### src/rtl/rtc_time_counter.sv
// rtc_time_counter
// BCD time-of-day counter with optional seconds, run/hold gating, validated load,
// 12/24-hour display conversion and registered hour/day rollover pulses.
// Internal state is always 24-hour BCD; 12-hour mode only reshapes the display.

module rtc_time_counter #(
    parameter bit HAS_SECONDS = 1'b1
) (
    input  logic       clk,
    input  logic       reset,
    input  logic       i_tick,
    input  logic       i_run,
    input  logic       i_load,
    input  logic [3:0] i_ld_hr_ms,
    input  logic [3:0] i_ld_hr_ls,
    input  logic [3:0] i_ld_min_ms,
    input  logic [3:0] i_ld_min_ls,
    input  logic [3:0] i_ld_sec_ms,
    input  logic [3:0] i_ld_sec_ls,
    input  logic       i_hr12_mode,
    output logic [3:0] o_hr_ms,
    output logic [3:0] o_hr_ls,
    output logic [3:0] o_min_ms,
    output logic [3:0] o_min_ls,
    output logic [3:0] o_sec_ms,
    output logic [3:0] o_sec_ls,
    output logic       o_pm,
    output logic       o_load_err,
    output logic       o_hour_tick,
    output logic       o_day_tick
);

    logic [3:0] r_hr_ms, r_hr_ls, r_min_ms, r_min_ls, r_sec_ms, r_sec_ls;
    logic       r_load_err, r_hour_tick, r_day_tick;

    logic [3:0] w_nxt_hr_ms, w_nxt_hr_ls, w_nxt_min_ms, w_nxt_min_ls;
    logic [3:0] w_nxt_sec_ms, w_nxt_sec_ls;
    logic       w_min_carry, w_hour_roll, w_day_roll;
    logic       w_hr_ok, w_min_ok, w_sec_ok, w_ld_valid, w_advance;

    // Hours must be 00-23 with each digit BCD; seconds only matter when present.
    assign w_hr_ok    = ((i_ld_hr_ms <= 4'd1) && (i_ld_hr_ls <= 4'd9)) ||
                        ((i_ld_hr_ms == 4'd2) && (i_ld_hr_ls <= 4'd3));
    assign w_min_ok   = (i_ld_min_ms <= 4'd5) && (i_ld_min_ls <= 4'd9);
    assign w_sec_ok   = !HAS_SECONDS || ((i_ld_sec_ms <= 4'd5) && (i_ld_sec_ls <= 4'd9));
    assign w_ld_valid = w_hr_ok && w_min_ok && w_sec_ok;

    // A load in the same cycle swallows the tick rather than deferring it.
    assign w_advance  = i_tick && i_run && !i_load;

    // BCD ripple increment of the current time; also flags hour and day rollover.
    always_comb begin
        w_nxt_hr_ms  = r_hr_ms;
        w_nxt_hr_ls  = r_hr_ls;
        w_nxt_min_ms = r_min_ms;
        w_nxt_min_ls = r_min_ls;
        w_nxt_sec_ms = r_sec_ms;
        w_nxt_sec_ls = r_sec_ls;
        w_min_carry  = 1'b1;
        w_hour_roll  = 1'b0;
        w_day_roll   = 1'b0;

        if (HAS_SECONDS) begin
            w_min_carry = (r_sec_ls == 4'd9) && (r_sec_ms == 4'd5);
            if (r_sec_ls == 4'd9) begin
                w_nxt_sec_ls = 4'd0;
                if (r_sec_ms == 4'd5) begin
                    w_nxt_sec_ms = 4'd0;
                end else begin
                    w_nxt_sec_ms = r_sec_ms + 4'd1;
                end
            end else begin
                w_nxt_sec_ls = r_sec_ls + 4'd1;
            end
        end

        if (w_min_carry) begin
            if (r_min_ls == 4'd9) begin
                w_nxt_min_ls = 4'd0;
                if (r_min_ms == 4'd5) begin
                    w_nxt_min_ms = 4'd0;
                    w_hour_roll  = 1'b1;
                end else begin
                    w_nxt_min_ms = r_min_ms + 4'd1;
                end
            end else begin
                w_nxt_min_ls = r_min_ls + 4'd1;
            end
        end

        if (w_hour_roll) begin
            if ((r_hr_ms == 4'd2) && (r_hr_ls == 4'd3)) begin
                w_nxt_hr_ms = 4'd0;
                w_nxt_hr_ls = 4'd0;
                w_day_roll  = 1'b1;
            end else if (r_hr_ls == 4'd9) begin
                w_nxt_hr_ls = 4'd0;
                w_nxt_hr_ms = r_hr_ms + 4'd1;
            end else begin
                w_nxt_hr_ls = r_hr_ls + 4'd1;
            end
        end
    end

    // Time state and one-cycle status pulses; priority is reset, load, then tick.
    always_ff @(posedge clk) begin
        if (reset) begin
            r_hr_ms     <= 4'd0;
            r_hr_ls     <= 4'd0;
            r_min_ms    <= 4'd0;
            r_min_ls    <= 4'd0;
            r_sec_ms    <= 4'd0;
            r_sec_ls    <= 4'd0;
            r_load_err  <= 1'b0;
            r_hour_tick <= 1'b0;
            r_day_tick  <= 1'b0;
        end else begin
            r_load_err  <= 1'b0;
            r_hour_tick <= 1'b0;
            r_day_tick  <= 1'b0;
            if (i_load) begin
                if (w_ld_valid) begin
                    r_hr_ms  <= i_ld_hr_ms;
                    r_hr_ls  <= i_ld_hr_ls;
                    r_min_ms <= i_ld_min_ms;
                    r_min_ls <= i_ld_min_ls;
                    r_sec_ms <= HAS_SECONDS ? i_ld_sec_ms : 4'd0;
                    r_sec_ls <= HAS_SECONDS ? i_ld_sec_ls : 4'd0;
                end else begin
                    r_load_err <= 1'b1;
                end
            end else if (w_advance) begin
                r_hr_ms     <= w_nxt_hr_ms;
                r_hr_ls     <= w_nxt_hr_ls;
                r_min_ms    <= w_nxt_min_ms;
                r_min_ls    <= w_nxt_min_ls;
                r_sec_ms    <= w_nxt_sec_ms;
                r_sec_ls    <= w_nxt_sec_ls;
                r_hour_tick <= w_hour_roll;
                r_day_tick  <= w_day_roll;
            end
        end
    end

    // Hour display: 24h passes through; 12h maps 00->12 and 13..23 -> 01..11 in BCD.
    always_comb begin
        o_hr_ms = r_hr_ms;
        o_hr_ls = r_hr_ls;
        if (i_hr12_mode) begin
            if ((r_hr_ms == 4'd0) && (r_hr_ls == 4'd0)) begin
                o_hr_ms = 4'd1;
                o_hr_ls = 4'd2;
            end else if ((r_hr_ms == 4'd1) && (r_hr_ls >= 4'd3)) begin
                o_hr_ms = 4'd0;
                o_hr_ls = r_hr_ls - 4'd2;
            end else if ((r_hr_ms == 4'd2) && (r_hr_ls <= 4'd1)) begin
                o_hr_ms = 4'd0;
                o_hr_ls = r_hr_ls + 4'd8;
            end else if (r_hr_ms == 4'd2) begin
                o_hr_ms = 4'd1;
                o_hr_ls = r_hr_ls - 4'd2;
            end
        end
    end

    assign o_pm        = (r_hr_ms == 4'd2) || ((r_hr_ms == 4'd1) && (r_hr_ls >= 4'd2));
    assign o_min_ms    = r_min_ms;
    assign o_min_ls    = r_min_ls;
    assign o_sec_ms    = r_sec_ms;
    assign o_sec_ls    = r_sec_ls;
    assign o_load_err  = r_load_err;
    assign o_hour_tick = r_hour_tick;
    assign o_day_tick  = r_day_tick;

endmodule

### config.mk
export PLATFORM = sky130hd
export DESIGN_NAME = rtc_time_counter
export DESIGN_NICKNAME = d
export VERILOG_FILES = /design/src/rtl/rtc_time_counter.sv
export SDC_FILE = /design/constraint.sdc
export NUM_CORES = 1
export LEC_CHECK = 0
export ABC_AREA = 1
export ABC_CLOCK_PERIOD_IN_PS = 2100
export CORE_ASPECT_RATIO = 1.2
export CORE_MARGIN = 2
export CORE_UTILIZATION = 43
export CTS_CLUSTER_DIAMETER = 120
export DETAILED_ROUTE_END_ITERATION = 10
export GPL_TIMING_DRIVEN = 0
export PLACE_DENSITY_LB_ADDON = 0.25
export SLEW_MARGIN = 20
export SYNTH_ARGS = -nofsm -noshare
export SYNTH_HDL_FRONTEND = slang
export SYNTH_SLANG_ARGS = --single-unit
### constraint.sdc
create_clock -name clk -period 2.1 [get_ports clk]
set_input_delay 0.42 -clock clk [delete_from_list [all_inputs] [get_ports clk]]
set_output_delay 0.42 -clock clk [all_outputs]
set_load 0.02 [all_outputs]
==> results of run 1 <==
==> per-stage QoR <==
step	total power [mW]	hold slack, ns	setup slack [ns]	util
floorplan	0.746	0.499	0.156	-
global placement	0.885	0.488	-0.486	0.583
detailed placement	0.888	0.492	-0.487	0.583
CTS	1.18	0.505	-0.0185	0.597
global route	1.27	0.525	-0.108	0.621
finish	1.20	0.509	0.00655	0.621
==> cells in the final DEF (no fill, tap or decap), types with 3 or more instances in the layout <==
cell / instances
nor2_4: 7
buf_4: 10
buf_6: 3
clkbuf_8: 3
o22ai_1: 3
inv_1: 26
inv_2: 7
nor2_2: 9
ha_1: 4
nor2_1: 38
nand2_1: 88
inv_4: 3
nand4_1: 4
a21oi_1: 15
dfxtp_2: 5
xor2_1: 6
o211ai_1: 4
clkdlybuf4s50_1: 48
o21ai_1: 6
nand3_1: 19
buf_2: 3
clkbuf_1: 9
nand2_2: 8
dfxtp_1: 20
o21ai_0: 22
==> critical path: stages (launching register included) <==
cell and delay (ns):
dfxtp_4 0.40, inv_4 0.05, ha_4 0.15, nand2_2 0.09
a21oi_4 0.05, nor2_4 0.15, nor2_4 0.06, o211ai_1 0.18
o21ai_1 0.10, buf_4 0.16
==> cell families after synthesis <==
logic type               Yosys count
AO/OA/AOI/OAI                     56
adder cells (fa/ha/maj)            6
buffers and inverters             49
flip-flops                        27
AND/OR/NAND/NOR                  182
XOR/XNOR                           8
==> repair_timing <==
action / in CTS / in global routing
endpoints found under the setup margin: 6 / 6
cloned: 0 / 0
pin swaps: 1 / 7
hold buffers: 0 / 0
setup buffers: 1 / 5
resized for setup: 37 / 27
==> per-layer routing <==
metal | vias to the layer above | routed length (um) | GRT usage
li1 | 1182 | - | -
met1 | 1031 | 2480 | 0.277
met2 | 54 | 3030 | 0.410
met3 | 7 | 232 | 0.0212
met4 | 0 | 77 | 0.0571
met5 | - | 0 | 0
==> power by group through the flow <==
stage	sequential, mW	combinational, mW	clock [mW]
global placement	0.562	0.324	0
finish	0.552	0.347	0.302
floorplan	0.571	0.176	0
CTS	0.549	0.326	0.303
detailed placement	0.562	0.326	0
global route	0.555	0.382	0.331
==> sequential cells by signal, summed over array words and instances (netlist names) <==
register     cells
o_sec_ms         4
o_min_ls         4
r_hr_ls          4
o_sec_ls         4
o_hour_tick      1
o_load_err       1
r_hr_ms          4
o_min_ms         4
o_day_tick       1
==> how the worst max path moves through the flow <==
stage	from	endpoint	slack, ns	cells past startpoint
finish	r_hr_ms[1]	o_hr_ls[2]	0.007	9
global route	r_hr_ms[0]	o_hr_ls[2]	-0.11	9
CTS	r_hr_ms[1]	o_hr_ls[2]	-0.02	9
detailed placement	i_hr12_mode	o_hr_ls[3]	-0.49	6
global placement	i_hr12_mode	o_hr_ls[3]	-0.49	6
floorplan	r_hr_ms[0]	o_hr_ms[0]	0.16	7
==> layout make-up <==
| cell class | instances | area (um^2) |
|---|---|---|
| timing repair buffer | 61 | 579 |
| buffer | 13 | 72.6 |
| fill | 440 | 1730 |
| tap | 58 | 72.6 |
| inverter | 36 | 143 |
| sequential | 27 | 554 |
| clock buffer | 4 | 45.0 |
| multi-input combinational | 252 | 1370 |
==> metrics.csv, run 1 <==
metric;value;unit
yosys.area.top_type;dfxtp_1;
rows;27;
cts_tree;yes;
drt.antenna.violating_nets;0;
clkTransAtPathRegs;0.09;ns
cts_buffers;3;
synth_top_family_by_area;simple AND/OR/NAND/NOR gates;
grt_max_degree;15;
vias_per_cell;5.04;
seqPwrFrac;0.459;
worst_pin_slew;0.492;ns
synthArstFlopShare;0;
htreeDepth;1;
cts-root-buf;clkbuf_8;
dp.cells;441;
antenna_found_initial;0;
path_class;reg -> out;
cp.required;1.68;ns
min_path_cells;2;
status;completed;
skew;0.00131;ns
fmax;478;MHz
yosysWarnings;0;
dr.pass1.iters;4;
intPower;0.817;mW
period_share;0.997;
switching_power;0.384;mW
p_per_area;424;mW/mm^2
period_needed;2.09;ns
synth_ff_type;dfxtp_1;
p_leak;1.19;nW
ios;58;
synthAdderAreaFrac;0.0369;
synth_xor_area_frac;0.0344;
core;0.00456;mm^2
antenna_cells;0;
r2r_end;r_hr_ms[0];
hold_violations;0;
final_cells;451;
area_growth;39.2;%
arrival;1.67;ns
vias;2274;
grt_overflow_total;0;
synth_most_common_cell;nand2_1;
grt_pass1_vias;2104;
place_area;0.00266;mm^2
clk_latency;0.27;ns
synthesis.nets;364;
grtUsageTotal;0.225;
fin_tns_setup;0;ns
die_h;79.4;um
swShare;0.319;
synth_simple_gate_area_frac;0.405;
first_iter_violations;119;
drive_gt1_frac;0.178;
muxShareOfSynthArea;0;
dieArea;0.00530;mm^2
hold_start;o_sec_ms[2];
drv_slew;0;
hpwl;4.31;mm
synth_compound_area_frac;0.154;
clk_path_buf_depth;2;
port_buffers;55;
ys_top_cells_by_count;91 x nand2_1, 42 x nor2_1, 30 x inv_1, 27 x dfxtp_1, 24 x o21ai_0;
r2r_start;r_hr_ms[0];
reg2reg_depth;9;
initial_core_util;0.446;
die_w;66.8;um
synthesis.instances;328;
yosysUniqueCellTypes;33;
grt_pass1_wl;9.45;mm
clock-sinks;27;
cp-start-kind;flip-flop;
drt-total-wl;5.82;mm
synth-seq-area-share;0.266;
rsz0062_at_grt;yes;
synth_area_leaders;dfxtp_1 27%, nand2_1 17%, nor2_1 7.7%;
whs_endpoint;o_sec_ms[2];
layout.nets;430;
netlist.area_leader.share;0.266;
finalSetupViolCount;0;
drv_cap;0;
vdd_ir_drop_max;0.278;mV
maxSlewHeadroom;0.672;
syn_area_per_cell;6.20;um^2
design_area;0.00283;mm^2
synth_edf_count;0;
hp-class;reg -> reg;
r2r_slack;0.53;ns
crit_fanout;4;
routedWlPerCell;12.9;um
power_frac_comb;0.289;
end_kind;primary output;
drc_errors;0;
synth_seq_cells;27;
gp_congestion;0.848;
syn_area;0.00203;mm^2
power.share.clock;0.251;
Note: power is estimated with default switching activity, not from simulation.
==> inputs of run 2 (changes only) <==
--- a/config.mk
+++ b/config.mk
@@ -10,9 +10,11 @@
 export CORE_ASPECT_RATIO = 1.2
 export CORE_MARGIN = 2
 export CORE_UTILIZATION = 43
+export CTS_BUF_LIST = sky130_fd_sc_hd__clkbuf_2 sky130_fd_sc_hd__clkbuf_4 sky130_fd_sc_hd__clkbuf_8
 export CTS_CLUSTER_DIAMETER = 120
 export DETAILED_ROUTE_END_ITERATION = 10
 export GPL_TIMING_DRIVEN = 0
+export HOLD_SLACK_MARGIN = 0.1
 export PLACE_DENSITY_LB_ADDON = 0.25
 export SLEW_MARGIN = 20
 export SYNTH_ARGS = -nofsm -noshare
==> run 2 against run 1 <==
  * Wire length decreased by 0.48%
  * Total power increased by 0.72%
  * Clock power increased by 3%
  * Non-clock buffer count unchanged
  * Combinational power about the same
  * First-iteration DRC count decreased by 19%
  * Register-to-register slack about the same
  * Global-route usage increased by 0.058 points
  * Utilization increased by 0.082 points
  * Clock skew increased by 0.0010 ns
  * Final area increased by 0.13%
  * Largest power group unchanged
  * Highest routed layer unchanged
==> metrics.csv, run 2 (synthesis results as in run 1) <==
metric;value;unit;change
status;completed;;unchanged
vias_per_cell;5.02;;was 5.04
p_per_area;426;mW/mm^2;was 424 mW/mm^2
vdd_ir_drop_max;0.278;mV;about the same
final_common_cell;nand2_1;;unchanged
path_cells;inv_4, ha_1, nand3b_1, nor2_1, nor2_2, o31ai_1, o21ai_1, o21ai_0, buf_2;;was inv_4, ha_4, nand2_2, a21oi_4, nor2_4, nor2_4, o211ai_1, o21ai_1, buf_4
vias;2263;;was 2274
utilization;0.622;;was 0.621
dieArea;0.00530;mm^2;unchanged
grt_overflow_total;0;;unchanged
cp-start-kind;flip-flop;;unchanged
crit_fanout;4;;unchanged
drt.antenna.violating_nets;0;;unchanged
antenna_found_initial;0;;unchanged
finalSetupViolCount;0;;unchanged
cts_tree;yes;;unchanged
rsz0062_at_grt;yes;;unchanged
layout.nets;430;;unchanged
fillers;442;;was 440
routedWlPerCell;12.8;um;was 12.9 um
dr.pass1.iters;4;;unchanged
end_kind;primary output;;unchanged
hpwl;4.31;mm;unchanged
grt_pass1_wl;9.48;mm;was 9.45 mm
drc_errors;0;;unchanged
drt-total-wl;5.79;mm;was 5.82 mm
die_w;66.8;um;unchanged
ios;58;;unchanged
clkTransAtPathRegs;0.09;ns;about the same
rows;27;;unchanged
skew;0.00232;ns;was 0.00131 ns
grt_max_degree;15;;unchanged
p_leak;1.19;nW;about the same
maxSlewHeadroom;0.668;;was 0.672
core;0.00456;mm^2;unchanged
worst_pin_slew;0.498;ns;was 0.492 ns
cp_slowest_cell;dfxtp_4;;unchanged
cts-root-buf;clkbuf_8;;unchanged
clock-sinks;27;;unchanged
hold_violations;0;;unchanged
drv_slew;0;;unchanged
period_share;0.996;;was 0.997
cts_buffers;3;;unchanged
dp.cells;441;;unchanged
grt_pass1_vias;2114;;was 2104
mostFrequentLayoutCells;88 x nand2_1, 48 x clkdlybuf4s50_1, 38 x nor2_1;;unchanged
port_buffers;55;;unchanged
layout_setup_ws;0.00809;ns;was 0.00655 ns
final_cells;451;;unchanged
clk_latency;0.27;ns;about the same
fmax;478;MHz;about the same
clk_path_buf_depth;2;;unchanged
dp_slack;-0.487;ns;unchanged
slowest_delay;0.38;ns;was 0.40 ns
drv_cap;0;;unchanged
gp_congestion;0.848;;unchanged
antenna_cells;0;;unchanged
period_needed;2.09;ns;about the same
arrival;1.67;ns;about the same
grtUsageTotal;0.225;;about the same
area_growth;39.4;%;was 39.2%
ctsHoldBuffers;0;;unchanged
cp.required;1.68;ns;about the same
fin_hold_ws;0.509;ns;about the same
htreeDepth;1;;unchanged
die_h;79.4;um;unchanged
initial_core_util;0.446;;unchanged
first_iter_violations;96;;was 119
drive_gt1_frac;0.181;;was 0.178
path_class;reg -> out;;unchanged
fin_tns_setup;0;ns;unchanged
hp-class;reg -> reg;;unchanged
==> run 2: cell count changes in the layout (fill, tap and decap cells not counted) <==
cell,before,now
clkbuf_1,9,8
clkbuf_4,0,1
==> run 2: cell type report <==
cell class / count / area, um^2 / area share
multi-input combinational: 252 / 1370 / 0.482
timing repair buffer: 61 / 579 / 0.204
sequential: 27 / 554 / 0.195
inverter: 36 / 143 / 0.0503
buffer: 13 / 72.6 / 0.0256
tap: 58 / 72.6 / 0.0256
clock buffer: 4 / 48.8 / 0.0172
==> run 2: final timing paths <==
| path | startpoint | endpoint | slack [ns] | cells past startpoint |
|---|---|---|---|---|
| min reg2reg | o_sec_ms[2] | o_sec_ms[2] | 0.51 | 2 |
| min | o_sec_ms[2] | o_sec_ms[2] | 0.51 | 2 |
| max | r_hr_ms[0] | o_hr_ms[0] | 0.008 | 9 |
| max reg2reg | r_hr_ms[0] | r_hr_ms[0] | 0.53 | 9 |
==> run 2: layer usage <==
layer	vias to the layer above	wire length, um	GRT usage
li1	1181	-	-
met1	1017	2440	0.280
met2	57	3030	0.409
met3	8	241	0.0212
met4	0	80	0.0571
met5	-	0	0
==> run 2: report_power, final <==
part           internal [mW]  leakage, nW  switching [mW]  total (mW)
sequential             0.528        0.223          0.0237       0.552
clock                  0.149       0.0262           0.162       0.311
combinational          0.153        0.944           0.194       0.347
==> run 2: what timing repair did <==
action,4_1_cts,5_1_grt
cloned,0,0
pin swaps,1,7
gates resized for setup,37,27
buffers inserted,1,5
endpoints found under the setup margin,6,6
==> run 2: metrics by stage <==
stage / power (mW) / area (um^2)
floorplan: 0.746 / 2030
global placement: 0.885 / 2660
detailed placement: 0.888 / 2660
CTS: 1.19 / 2730
global route: 1.28 / 2840
finish: 1.21 / 2840
==> run 2: worst max-delay path, delay by kind of cell (launching register included) <==
| kind | cells | cell delay [ns] |
|---|---|---|
| buffers and inverters | 2 | 0.25 |
| AND/OR/NAND/NOR | 3 | 0.37 |
| adder cells (fa/ha/maj) | 1 | 0.16 |
| AO/OA/AOI/OAI | 3 | 0.23 |
| flip-flops | 1 | 0.38 |
==> inputs of run 3 (changes only) <==
--- a/config.mk
+++ b/config.mk
@@ -12,8 +12,9 @@
 export CORE_UTILIZATION = 43
 export CTS_BUF_LIST = sky130_fd_sc_hd__clkbuf_2 sky130_fd_sc_hd__clkbuf_4 sky130_fd_sc_hd__clkbuf_8
 export CTS_CLUSTER_DIAMETER = 120
+export CTS_CLUSTER_SIZE = 10
 export DETAILED_ROUTE_END_ITERATION = 10
-export GPL_TIMING_DRIVEN = 0
+export GPL_TIMING_DRIVEN = 1
 export HOLD_SLACK_MARGIN = 0.1
 export PLACE_DENSITY_LB_ADDON = 0.25
 export SLEW_MARGIN = 20
==> run 3 against run 2 <==
  * Clock power about the same
  * Register-to-register slack worse by 0.03 ns
  * Highest routed layer unchanged
  * Critical path depth grew 1
  * Largest cell class unchanged
==> metrics.csv, run 3 (synthesis results as in run 1) <==
metric;value;unit;change
dieArea;0.00530;mm^2;unchanged
routedWlPerCell;12.3;um;was 12.8 um
antenna_cells;0;;unchanged
skew;0.00202;ns;was 0.00232 ns
vias_per_cell;5.02;;about the same
grtUsageTotal;0.220;;was 0.225
fmax;484;MHz;was 478 MHz
clkTransAtPathRegs;0.09;ns;about the same
grt_max_degree;18;;was 15
finalSetupViolCount;0;;unchanged
design_area;0.00291;mm^2;was 0.00284 mm^2
drc_errors;0;;unchanged
die_h;79.4;um;unchanged
utilization;0.639;;was 0.622
period_needed;2.07;ns;was 2.09 ns
vias;2309;;was 2263
antenna_found_initial;0;;unchanged
worst_pin_slew;0.332;ns;was 0.498 ns
arrival;1.65;ns;was 1.67 ns
grt_overflow_total;0;;unchanged
dp_slack;-0.378;ns;was -0.487 ns
drt.antenna.violating_nets;0;;unchanged
fin_tns_setup;0;ns;unchanged
fillers;424;;was 442
area_growth;43.2;%;was 39.4%
hpwl;4.31;mm;about the same
core;0.00456;mm^2;unchanged
layout_setup_ws;0.0347;ns;was 0.00809 ns
status;completed;;unchanged
ios;58;;unchanged
port_buffers;57;;was 55
first_iter_violations;102;;was 96
cp.required;1.68;ns;about the same
hp-class;reg -> reg;;unchanged
cts-root-buf;clkbuf_8;;unchanged
mostFrequentLayoutCells;89 x nand2_1, 51 x clkdlybuf4s50_1, 38 x nor2_1;;was 88 x nand2_1, 48 x clkdlybuf4s50_1, 38 x nor2_1
end_kind;primary output;;unchanged
p_per_area;419;mW/mm^2;was 426 mW/mm^2
place_area;0.00281;mm^2;was 0.00266 mm^2
clk_path_buf_depth;2;;unchanged
drive_gt1_frac;0.197;;was 0.181
seq_area;548;um^2;was 554 um^2
rsz0062_at_grt;yes;;unchanged
layout.nets;439;;was 430
gp_congestion;0.844;;was 0.848
cts_tree;yes;;unchanged
drv_cap;0;;unchanged
drv_slew;0;;unchanged
rows;27;;unchanged
path_class;reg -> out;;unchanged
hold_violations;0;;unchanged
crit_fanout;4;;unchanged
grt_pass1_vias;2123;;was 2114
drt-total-wl;5.64;mm;was 5.79 mm
multi_input_area;0.00134;mm^2;was 0.00137 mm^2
vdd_ir_drop_max;0.252;mV;was 0.278 mV
cts_buffers;3;;unchanged
dr.pass1.iters;4;;unchanged
ctsHoldBuffers;0;;unchanged
clk_latency;0.27;ns;about the same
clock-sinks;27;;unchanged
htreeDepth;1;;unchanged
grt_pass1_wl;9.21;mm;was 9.48 mm
die_w;66.8;um;unchanged
final_common_cell;nand2_1;;unchanged
period_share;0.983;;was 0.996
initial_core_util;0.446;;unchanged
cp-start-kind;flip-flop;;unchanged
p_leak;1.25;nW;was 1.19 nW
maxSlewHeadroom;0.778;;was 0.668
-- run 3: final cells by class --
| type | instances | area share |
|---|---|---|
| Multi-Input combinational cell | 252 | 0.461 |
| Timing Repair Buffer | 83 | 0.260 |
| Sequential cell | 27 | 0.188 |
| Inverter | 36 | 0.0490 |
| Tap cell | 58 | 0.0249 |
| Clock buffer | 4 | 0.0168 |
-- run 3: worst paths after layout --
kind / slack, ns / to / from / cells after the start
max reg2reg: 0.50 / r_hr_ms[0] / r_hr_ms[0] / 9
min reg2reg: 0.50 / o_sec_ms[2] / o_sec_ms[2] / 2
max: 0.03 / o_hr_ls[3] / r_hr_ms[1] / 10
min: 0.50 / o_sec_ms[2] / o_sec_ms[2] / 2
-- run 3: critical path: stages, from the launching register on --
cell and delay, ns:
dfxtp_4 0.37, inv_4 0.07, ha_4 0.12, nand2_2 0.07
a21oi_4 0.17, nor2_4 0.08, nor2_4 0.13, nand4_1 0.09
nand2_1 0.09, a21oi_2 0.03, buf_4 0.16
-- run 3: repair_timing --
| item | 4_1_cts | 5_1_grt |
|---|---|---|
| resized for setup | 29 | 21 |
| setup endpoints to repair | 6 | 5 |
| pin swaps | 0 | 7 |
| setup buffers | 0 | 0 |
-- run 3: stage by stage --
| step | total power [mW] | hold slack, ns | instances |
|---|---|---|---|
| CTS | 1.21 | 0.504 | 460 |
| floorplan | 0.746 | 0.499 | 328 |
| detailed placement | 0.911 | 0.489 | 456 |
| global placement | 0.907 | 0.496 | 456 |
| global route | 1.28 | 0.543 | 460 |
| finish | 1.22 | 0.501 | 460 |
-- run 3: power breakdown --
| group | total (mW) | switching (mW) | internal, mW | leakage (nW) |
|---|---|---|---|---|
| clock network | 0.313 | 0.164 | 0.149 | 0.0262 |
| registers | 0.547 | 0.0198 | 0.527 | 0.221 |
| logic | 0.360 | 0.193 | 0.167 | 1.01 |
| total | 1.22 | 0.377 | 0.843 | 1.25 |
-- run 3: per-layer routing --
layer,GRT usage,routed length (um),up-vias
met4,0.0531,93,0
met5,0,0,-
met2,0.408,2960,61
li1,-,-,1200
met1,0.266,2350,1038
met3,0.0212,246,10
